--- config.mk ---
export PLATFORM = sky130hd
export DESIGN_NAME = i2c_target_regfile
export DESIGN_NICKNAME = d
export VERILOG_FILES = /design/src/rtl/i2c_tgt_pkg.sv /design/src/rtl/i2c_bus_sync.sv /design/src/rtl/i2c_target_regfile.sv
export SDC_FILE = /design/constraint.sdc
export NUM_CORES = 1
export LEC_CHECK = 0
export CAP_MARGIN = 20
export CORE_ASPECT_RATIO = 0.9
export CORE_MARGIN = 4
export CORE_UTILIZATION = 50
export DETAILED_ROUTE_END_ITERATION = 10
export PLACE_DENSITY_LB_ADDON = 0.05
export SKIP_CTS_REPAIR_TIMING = 1
export SLEW_MARGIN = 20
export SYNTH_ARGS = -nofsm -noshare
export SYNTH_HDL_FRONTEND = slang
export SYNTH_SLANG_ARGS = --single-unit
--- constraint.sdc ---
create_clock -name clk -period 9.1 [get_ports clk]
set_clock_uncertainty 0.2 [all_clocks]
set_input_delay 1.82 -clock clk [delete_from_list [all_inputs] [get_ports clk]]
set_output_delay 1.82 -clock clk [all_outputs]
set_load 0.01 [all_outputs]
--- src/rtl/i2c_tgt_pkg.sv ---
// Shared types and constants for the I2C target register file.
package i2c_tgt_pkg;
  typedef enum logic [3:0] {
    IDLE, ADDR, ADDR_ACK, REG, REG_ACK, WDATA, WDATA_ACK, RDATA, RDATA_ACK, IGNORE
  } state_e;

  localparam logic [7:0] WHO_AM_I_ADDR = 8'h75;
  localparam logic       RW_WRITE      = 1'b0;
  localparam logic       RW_READ       = 1'b1;
  localparam logic       ACK           = 1'b0;
  localparam logic       NACK          = 1'b1;
endpackage

--- src/rtl/i2c_bus_sync.sv ---
// Brings SCL/SDA into the clk domain and flags SCL edges and START/STOP.
// Event pulses are registered, so any bus change is seen 3 clks later.
module i2c_bus_sync (
  input  logic clk_i,
  input  logic rst_i,
  input  logic scl_i,
  input  logic sda_i,
  output logic sda_o,
  output logic scl_rise_o,
  output logic scl_fall_o,
  output logic start_o,
  output logic stop_o
);
  // [0] metastable stage, [1] synchronised level, [2] previous level
  logic [2:0] scl_q, sda_q;

  always_ff @(posedge clk_i or posedge rst_i) begin
    if (rst_i) begin
      scl_q      <= '1;
      sda_q      <= '1;
      sda_o      <= 1'b1;
      scl_rise_o <= 1'b0;
      scl_fall_o <= 1'b0;
      start_o    <= 1'b0;
      stop_o     <= 1'b0;
    end else begin
      scl_q      <= {scl_q[1:0], scl_i};
      sda_q      <= {sda_q[1:0], sda_i};
      sda_o      <= sda_q[1];
      scl_rise_o <= scl_q[1] & ~scl_q[2];
      scl_fall_o <= ~scl_q[1] & scl_q[2];
      start_o    <= scl_q[1] & scl_q[2] & ~sda_q[1] & sda_q[2];
      stop_o     <= scl_q[1] & scl_q[2] & sda_q[1] & ~sda_q[2];
    end
  end
endmodule

--- src/rtl/i2c_target_regfile.sv ---
// I2C target serving a byte register file (pointer write, burst write, burst read).
// Define I2C_TGT_WHO_AM_I_EN to make 8'h75 a read-only WHO_AM_I register.
module i2c_target_regfile
  import i2c_tgt_pkg::*;
#(
  parameter logic [6:0] SLAVE_ADDR = 7'h68,
  parameter int         NUM_REGS   = 16
) (
  input  logic       clk,
  input  logic       rst,
  input  logic       scl,
  input  logic       sda_in,
  output logic       sda_out,
  output logic       tristate,
  input  logic       loc_we,
  input  logic [7:0] loc_addr,
  input  logic [7:0] loc_wdata,
  output logic [7:0] loc_rdata,
  output logic       wr_valid,
  output logic [7:0] wr_addr,
  output logic [7:0] wr_data,
  output logic       busy
);
  logic scl_rise, scl_fall, start_det, stop_det, sda_s;

  i2c_bus_sync u_sync (
    .clk_i      (clk),
    .rst_i      (rst),
    .scl_i      (scl),
    .sda_i      (sda_in),
    .sda_o      (sda_s),
    .scl_rise_o (scl_rise),
    .scl_fall_o (scl_fall),
    .start_o    (start_det),
    .stop_o     (stop_det)
  );

  state_e     state_q, state_d;
  logic [2:0] bcnt_q, bcnt_d;
  logic [7:0] sh_q, sh_d, ptr_q, ptr_d;
  logic       tri_q, tri_d, busy_q, busy_d, rw_q, rw_d, ld_q, ld_d;
  logic       wrv_q, wrv_d;
  logic [7:0] wra_q, wra_d, wrd_q, wrd_d;
  logic       i2c_we, wr_ok;
  logic [7:0] byte_in, ptr_rd;
  logic [7:0] regs_q [NUM_REGS];

  function automatic logic [7:0] rd_reg(input logic [7:0] a);
    logic [7:0] r;
    r = '0;
    for (int i = 0; i < NUM_REGS; i++)
      if (a == 8'(i)) r = regs_q[i];
`ifdef I2C_TGT_WHO_AM_I_EN
    if (a == WHO_AM_I_ADDR) r = {1'b0, SLAVE_ADDR};
`endif
    return r;
  endfunction

  assign byte_in   = {sh_q[6:0], sda_s};
  assign ptr_rd    = rd_reg(ptr_q);
  assign loc_rdata = rd_reg(loc_addr);
`ifdef I2C_TGT_WHO_AM_I_EN
  assign wr_ok = ({24'd0, ptr_q} < NUM_REGS) && (ptr_q != WHO_AM_I_ADDR);
`else
  assign wr_ok = ({24'd0, ptr_q} < NUM_REGS);
`endif

  always_ff @(posedge clk or posedge rst) begin
    if (rst) begin
      state_q <= IDLE;
      bcnt_q  <= '0;
      sh_q    <= '0;
      ptr_q   <= '0;
      tri_q   <= 1'b1;
      busy_q  <= 1'b0;
      rw_q    <= RW_WRITE;
      ld_q    <= 1'b0;
      wrv_q   <= 1'b0;
      wra_q   <= '0;
      wrd_q   <= '0;
    end else begin
      state_q <= state_d;
      bcnt_q  <= bcnt_d;
      sh_q    <= sh_d;
      ptr_q   <= ptr_d;
      tri_q   <= tri_d;
      busy_q  <= busy_d;
      rw_q    <= rw_d;
      ld_q    <= ld_d;
      wrv_q   <= wrv_d;
      wra_q   <= wra_d;
      wrd_q   <= wrd_d;
    end
  end

  // In the ACK states tri_q doubles as the phase: first SCL fall drives, second releases.
  always_comb begin
    state_d = state_q;
    bcnt_d  = bcnt_q;
    sh_d    = sh_q;
    ptr_d   = ptr_q;
    tri_d   = tri_q;
    busy_d  = busy_q;
    rw_d    = rw_q;
    ld_d    = ld_q;
    wrv_d   = 1'b0;
    wra_d   = wra_q;
    wrd_d   = wrd_q;
    i2c_we  = 1'b0;
    if (stop_det) begin
      state_d = IDLE;
      tri_d   = 1'b1;
      busy_d  = 1'b0;
    end else if (start_det) begin
      state_d = ADDR;
      bcnt_d  = '0;
      tri_d   = 1'b1;
      ld_d    = 1'b0;
    end else begin
      case (state_q)
        ADDR: if (scl_rise) begin
          sh_d   = byte_in;
          bcnt_d = bcnt_q + 3'd1;
          if (bcnt_q == 3'd7) begin
            if (byte_in[7:1] == SLAVE_ADDR) begin
              state_d = ADDR_ACK;
              busy_d  = 1'b1;
              rw_d    = byte_in[0];
            end else begin
              state_d = IGNORE;
              busy_d  = 1'b0;
            end
          end
        end
        ADDR_ACK: if (scl_fall) begin
          bcnt_d = '0;
          if (tri_q) tri_d = ACK;
          else if (rw_q == RW_READ) begin
            state_d = RDATA;
            sh_d    = ptr_rd;
            tri_d   = ptr_rd[7];
          end else begin
            state_d = REG;
            tri_d   = 1'b1;
          end
        end
        REG: if (scl_rise) begin
          sh_d   = byte_in;
          bcnt_d = bcnt_q + 3'd1;
          if (bcnt_q == 3'd7) begin
            ptr_d   = byte_in;
            state_d = REG_ACK;
          end
        end
        REG_ACK, WDATA_ACK: if (scl_fall) begin
          bcnt_d = '0;
          if (tri_q) tri_d = ACK;
          else begin
            tri_d   = 1'b1;
            state_d = WDATA;
          end
        end
        WDATA: if (scl_rise) begin
          sh_d   = byte_in;
          bcnt_d = bcnt_q + 3'd1;
          if (bcnt_q == 3'd7) begin
            if (wr_ok) begin
              i2c_we = 1'b1;
              wrv_d  = 1'b1;
              wra_d  = ptr_q;
              wrd_d  = byte_in;
            end
            ptr_d   = ptr_q + 8'd1;
            state_d = WDATA_ACK;
          end
        end
        RDATA: begin
          if (scl_fall) begin
            if (ld_q) begin
              sh_d  = ptr_rd;
              tri_d = ptr_rd[7];
              ld_d  = 1'b0;
            end else begin
              sh_d  = {sh_q[6:0], 1'b0};
              tri_d = sh_q[6];
            end
          end
          if (scl_rise) begin
            bcnt_d = bcnt_q + 3'd1;
            if (bcnt_q == 3'd7) begin
              bcnt_d  = '0;
              ptr_d   = ptr_q + 8'd1;
              state_d = RDATA_ACK;
            end
          end
        end
        RDATA_ACK: begin
          if (scl_fall) tri_d = 1'b1;
          if (scl_rise) begin
            if (sda_s == ACK) begin
              state_d = RDATA;
              ld_d    = 1'b1;
            end else state_d = IGNORE;
          end
        end
        default: ;
      endcase
    end
  end

  // I2C write takes priority when both sides hit the same register in one clk.
  always_ff @(posedge clk or posedge rst) begin
    if (rst) begin
      for (int i = 0; i < NUM_REGS; i++) regs_q[i] <= '0;
    end else begin
      for (int i = 0; i < NUM_REGS; i++) begin
        if (i2c_we && ptr_q == 8'(i)) regs_q[i] <= byte_in;
        else if (loc_we && loc_addr == 8'(i)) regs_q[i] <= loc_wdata;
      end
    end
  end

  assign sda_out  = 1'b0;
  assign tristate = tri_q;
  assign busy     = busy_q;
  assign wr_valid = wrv_q;
  assign wr_addr  = wra_q;
  assign wr_data  = wrd_q;
endmodule
==> impl.org <==
** Finish
- Number of cells in the finished layout apart from fillers :: 1619
- Footprint of the multi-input gates :: 6690 um^2
- Area taken by flip-flops and latches :: 4540 um^2
- Fill cells in the final layout number 2179.
- The repair_antennas step left the layout with diodes totalling 0.
- Relative to the synthesized area, the layout overhead comes to 8.50%.
- Proportion of layout cells with a drive suffix above 1 :: 0.105
- Fin nets :: 1331

** Synth
- Post-synth ARST share :: 1.00
- Of the total synthesized cell area, the portion taken by XOR and XNOR cells is 0.000739.
- Share of the yosys chip area belonging to registers :: 0.383
- Adder-cell share of the synthesized area :: 0.00717
- Of the post-synthesis cell area, the dominant cell type holds 0.367.
- In the synthesized netlist, the number of instances is ~1300.
- Compound-Gate Fraction of Synth Area :: 0.213
- Yosys attributes the largest share of cell area to sky130_fd_sc_hd__dfrtp_1, sky130_fd_sc_hd__mux2i_1, sky130_fd_sc_hd__a21oi_1, sky130_fd_sc_hd__nor2_1, sky130_fd_sc_hd__o21ai_0.
- Mean Syn Cell Area :: 8.87 um^2
- In this run the cell area of the synthesized design comes to between 10000 and 15000 um^2.
- sky130_fd_sc_hd__dfrtp_1 takes more of the synthesized area than any other cell.
- The synthesized design contains 0 enable-type register cells.
- The netlist uses 79 different library cells.
- Post-synth net total :: 1364
- Most instantiated flip-flop cell in the synthesis netlist :: sky130_fd_sc_hd__dfrtp_1
- Count of synthesis-stage warnings from yosys :: 0
- Of the total synthesized cell area, the portion taken by AND, OR, NAND and NOR gates is 0.179.
- Mux share of post-synthesis cell area :: 0.163
- Total of flip-flops plus latches after synthesis :: approximately 180
- Dominant combinational cell family by area after synthesis :: compound AO/OA/AOI/OAI gates

** Route
- Routed Wire Length :: 43500 um
- Violation count after the first detailed-routing iteration :: 1582
- In the routed design, unresolved DRC markers number 0.
- First-pass DRT Iterations :: 6
- Antenna viol nets, final :: 0
- Routed vias/inst :: 6.65
- In the final routed layout, each cell accounts on average for 26.9 um.
- Vias after detailed routing :: 10765

** Pwr
- Of the total power, the share spent switching nets is 0.360.
- Part of the total power dissipated in sequential elements :: 0.462
- Combinational Power Share :: 0.168
- For this design the total switching power over the nets is ~0.75 mW.
- P_int :: 1.34 mW
- Power per cell area :: between 150 and 200 nW/um^2
- Clock power frac :: 0.370
- Leak pwr :: 4.91 nW
- Worst IR drop on VDD :: 0.122 mV

** Timing
- Maximum clock frequency :: ~150 MHz
- Post-route clock period utilization :: 0.755
- Pins over their slew limit :: 0
- For the finished layout, the period the worst path requires is 6.87 ns.
- Final Hold Viols :: 0
- Setup-violating endpoint count in the final report :: 0
- In this run the tightest slew margin relative to its limit is 0.239.
- Setup repair after global routing left no endpoint under its margin.
- After routing, the total negative slack on setup checks comes to 0 ns.
- At the pin with the least slew margin, the transition time is 1.14 ns.

** Worst hold path
- The startpoint identified for the worst hold timing path is u_sync.sda_q[0]$_DFF_PP1_.
- Worst Hold Class :: reg -> reg
- Number of instances on the worst hold path :: 0
- Hold EP :: u_sync.sda_q[1]$_DFF_PP1_

** Worst setup path
- Required time worst endpoint :: approximately 7.1 ns
- Delay of the slowest cell on the worst path :: 0.65 ns
- The critical path is of the in -> out type.
- CP dominant cell by count :: sky130_fd_sc_hd__clkdlybuf4s50_1
- Worst R2R Setup Slack :: 5.28 ns
- Source of the worst register-to-register timing path :: ptr_q[4]$_DFFE_PP0P_
- STA puts the critical path data arrival time at between 4 and 5 ns.
- Total buffers and inverters traversed by the critical path :: 2
- Cell with the largest stage delay on the worst path :: sky130_fd_sc_hd__nor2_1
- The worst setup path is launched from a primary input.
- Reg-to-reg critical path endpoint :: regs_q[123]$_DFFE_PP0P_
- The worst register-to-register path has a depth of 6.
- Critical path depth :: 8
- Of all nets on the critical path, the largest fanout is 12.
- Among cell families on the critical path, the largest total delay comes from simple AND/OR/NAND/NOR gates.
- Traced cell by cell, the critical path runs through clkdlybuf4s50_1 > or4_4 > nor2_1 > nand2_1 > o211ai_1 > o22ai_1 > o21a_1 > clkdlybuf4s50_1.
- Critical path endpoint category :: primary output

** Placed design
- Routability congestion estimate from global placement :: 0.922
- Count of port buffers added during placement :: 47
- Number of placed instances with taps included :: 1587
- Detailed placement finished with a half-perimeter wire length of 29200 um.

** Die
- Number of rows created at floorplan :: 53
- Total I/O pin count :: 49
- Starting density of the core :: 0.508
- DIE HEIGHT :: 154 um
- Overall die area :: 26200 um^2
- In this run the horizontal extent of the chip is between 150 and 200 um.
- The region available for standard cell placement spans about 23000 um^2.

** Global routing
- Met2 Resource Use GR :: 0.465
- Busiest layer in global routing :: met1
- The via count of the first global-routing pass came to between 10000 and 15000.
- In the global route stage, overall resource usage came out at 0.331.
- Met3 Resource Use GR :: 0.0897
- First-pass GRT wire length :: 65800 um
- For met1 alone, demand over resource in global routing was 0.502.
- Antenna violations before repair :: 1
- Gr ovfl total :: 0
- Entering global routing, the biggest net connects ~120 pins.

** CTS
- Clock tree from TritonCTS :: yes
- After clock tree synthesis, the clock-pin slew on the worst setup and hold paths is ~0.080 ns.
- The later pin in the worst-skew pair is clocked with a latency of 0.46 ns.
- Library cell used as clock root buffer :: sky130_fd_sc_hd__clkbuf_16
- Maximum count of clock buffers along a single path :: 2
- CTS saw 181 sinks.
- The number of clock buffers added by TritonCTS is 17.
- Number of H-tree levels :: 4

** Run status
- Run status :: complete, no violations

** Flow run
- Across the run, the number of max-cap violations was 0.
[synth_stat cells, drive strengths merged, types with 6 or more instances]
| cell | number |
|---|---|
| a21oi | 191 |
| nor2 | 181 |
| dfrtp | 174 |
| mux2i | 144 |
| nand2 | 85 |
| o21ai | 76 |
| clkbuf | 70 |
| buf | 47 |
| nand3 | 43 |
| nor2b | 27 |
| mux2 | 24 |
| o22ai | 23 |
| inv | 19 |
| nor3 | 17 |
| a211oi | 16 |
| a22oi | 16 |
| a31oi | 12 |
| a221oi | 10 |
| mux4 | 10 |
| o221ai | 10 |
| and3 | 9 |
| nand2b | 8 |
| dfstp | 7 |
| nand3b | 7 |
| nor4 | 7 |
| o211ai | 7 |
| ha | 6 |
| nor3b | 6 |
[layout make-up]
type,count,share of cell area
clock buffer,17,0.0331
clock inverter,15,0.0138
inverter,19,0.00613
multi-input combinational,1020,0.520
sequential,181,0.353
tap,302,0.0294
timing repair buffer,65,0.0447
[registers in the layout, summed over array words and instances, names as in the netlist, 2 cells and up]
name,cells
state_q,4
regs_q,128
bcnt_q,3
wr_addr,8
u_sync.sda_q,2
wr_data,8
u_sync.scl_q,3
sh_q,7
ptr_q,8
[worst max-delay path by stage]
stage / slack [ns] / from / endpoint
2_1_floorplan: 2.18 / rst / bcnt_q[0]$_DFFE_PP0P_
4_1_cts: 2.31 / loc_addr[5] / loc_rdata[6]
5_1_grt: 2.05 / loc_addr[5] / loc_rdata[7]
3_5_place_dp: 2.31 / loc_addr[5] / loc_rdata[6]
3_3_place_gp: 2.31 / loc_addr[5] / loc_rdata[6]
6_report: 2.23 / loc_addr[5] / loc_rdata[6]
[cell families after synthesis]
| group | count (synthesis) |
|---|---|
| compound gates | 416 |
| xor+xnor | 1 |
| fa+ha+maj | 7 |
| buf+inv | 136 |
| flops | 181 |
| mux | 178 |
| other cells | 1 |
| simple gates | 417 |
[power by group through the flow]
stage / combinational (mW) / clock [mW] / sequential, mW
finish: 0.352 / 0.775 / 0.966
global route: 0.373 / 0.810 / 0.970
CTS: 0.343 / 0.781 / 0.960
detailed placement: 0.343 / 0 / 0.976
global placement: 0.342 / 0 / 0.976
floorplan: 0.236 / 0 / 0.901
[routing by layer]
| metal | routed length [um] | vias up |
|---|---|---|
| met5 | 13 | - |
| met4 | 1020 | 2 |
| met3 | 4940 | 81 |
| met2 | 18400 | 635 |
| met1 | 19100 | 5226 |
| li1 | - | 4821 |
[per-stage QoR]
step,instance area [um^2],power (mW),setup WS (ns),hold WS [ns],utilization
global placement,12300,1.32,2.31,0.146,0.526
global route,12900,2.15,2.05,0.167,0.551
detailed placement,12300,1.32,2.31,0.147,0.526
finish,12900,2.09,2.23,0.158,0.551
floorplan,11900,1.14,2.18,0.145,-
CTS,12900,2.08,2.31,0.159,0.552
[placed cells by master (no fill, tap or decap), types with 16 or more instances in the layout]
cell / n
sky130_fd_sc_hd__nor2_1: 177
sky130_fd_sc_hd__inv_1: 18
sky130_fd_sc_hd__a211oi_1: 16
sky130_fd_sc_hd__nand2_1: 83
sky130_fd_sc_hd__clkbuf_16: 17
sky130_fd_sc_hd__mux2i_1: 144
sky130_fd_sc_hd__nor2b_1: 27
sky130_fd_sc_hd__dfrtp_1: 174
sky130_fd_sc_hd__nand3_1: 33
sky130_fd_sc_hd__a22oi_1: 16
sky130_fd_sc_hd__buf_4: 18
sky130_fd_sc_hd__o21ai_0: 76
sky130_fd_sc_hd__clkdlybuf4s50_1: 41
sky130_fd_sc_hd__o22ai_1: 23
sky130_fd_sc_hd__a21oi_1: 185
sky130_fd_sc_hd__mux2_2: 24
(Power assumes the default switching activity.)
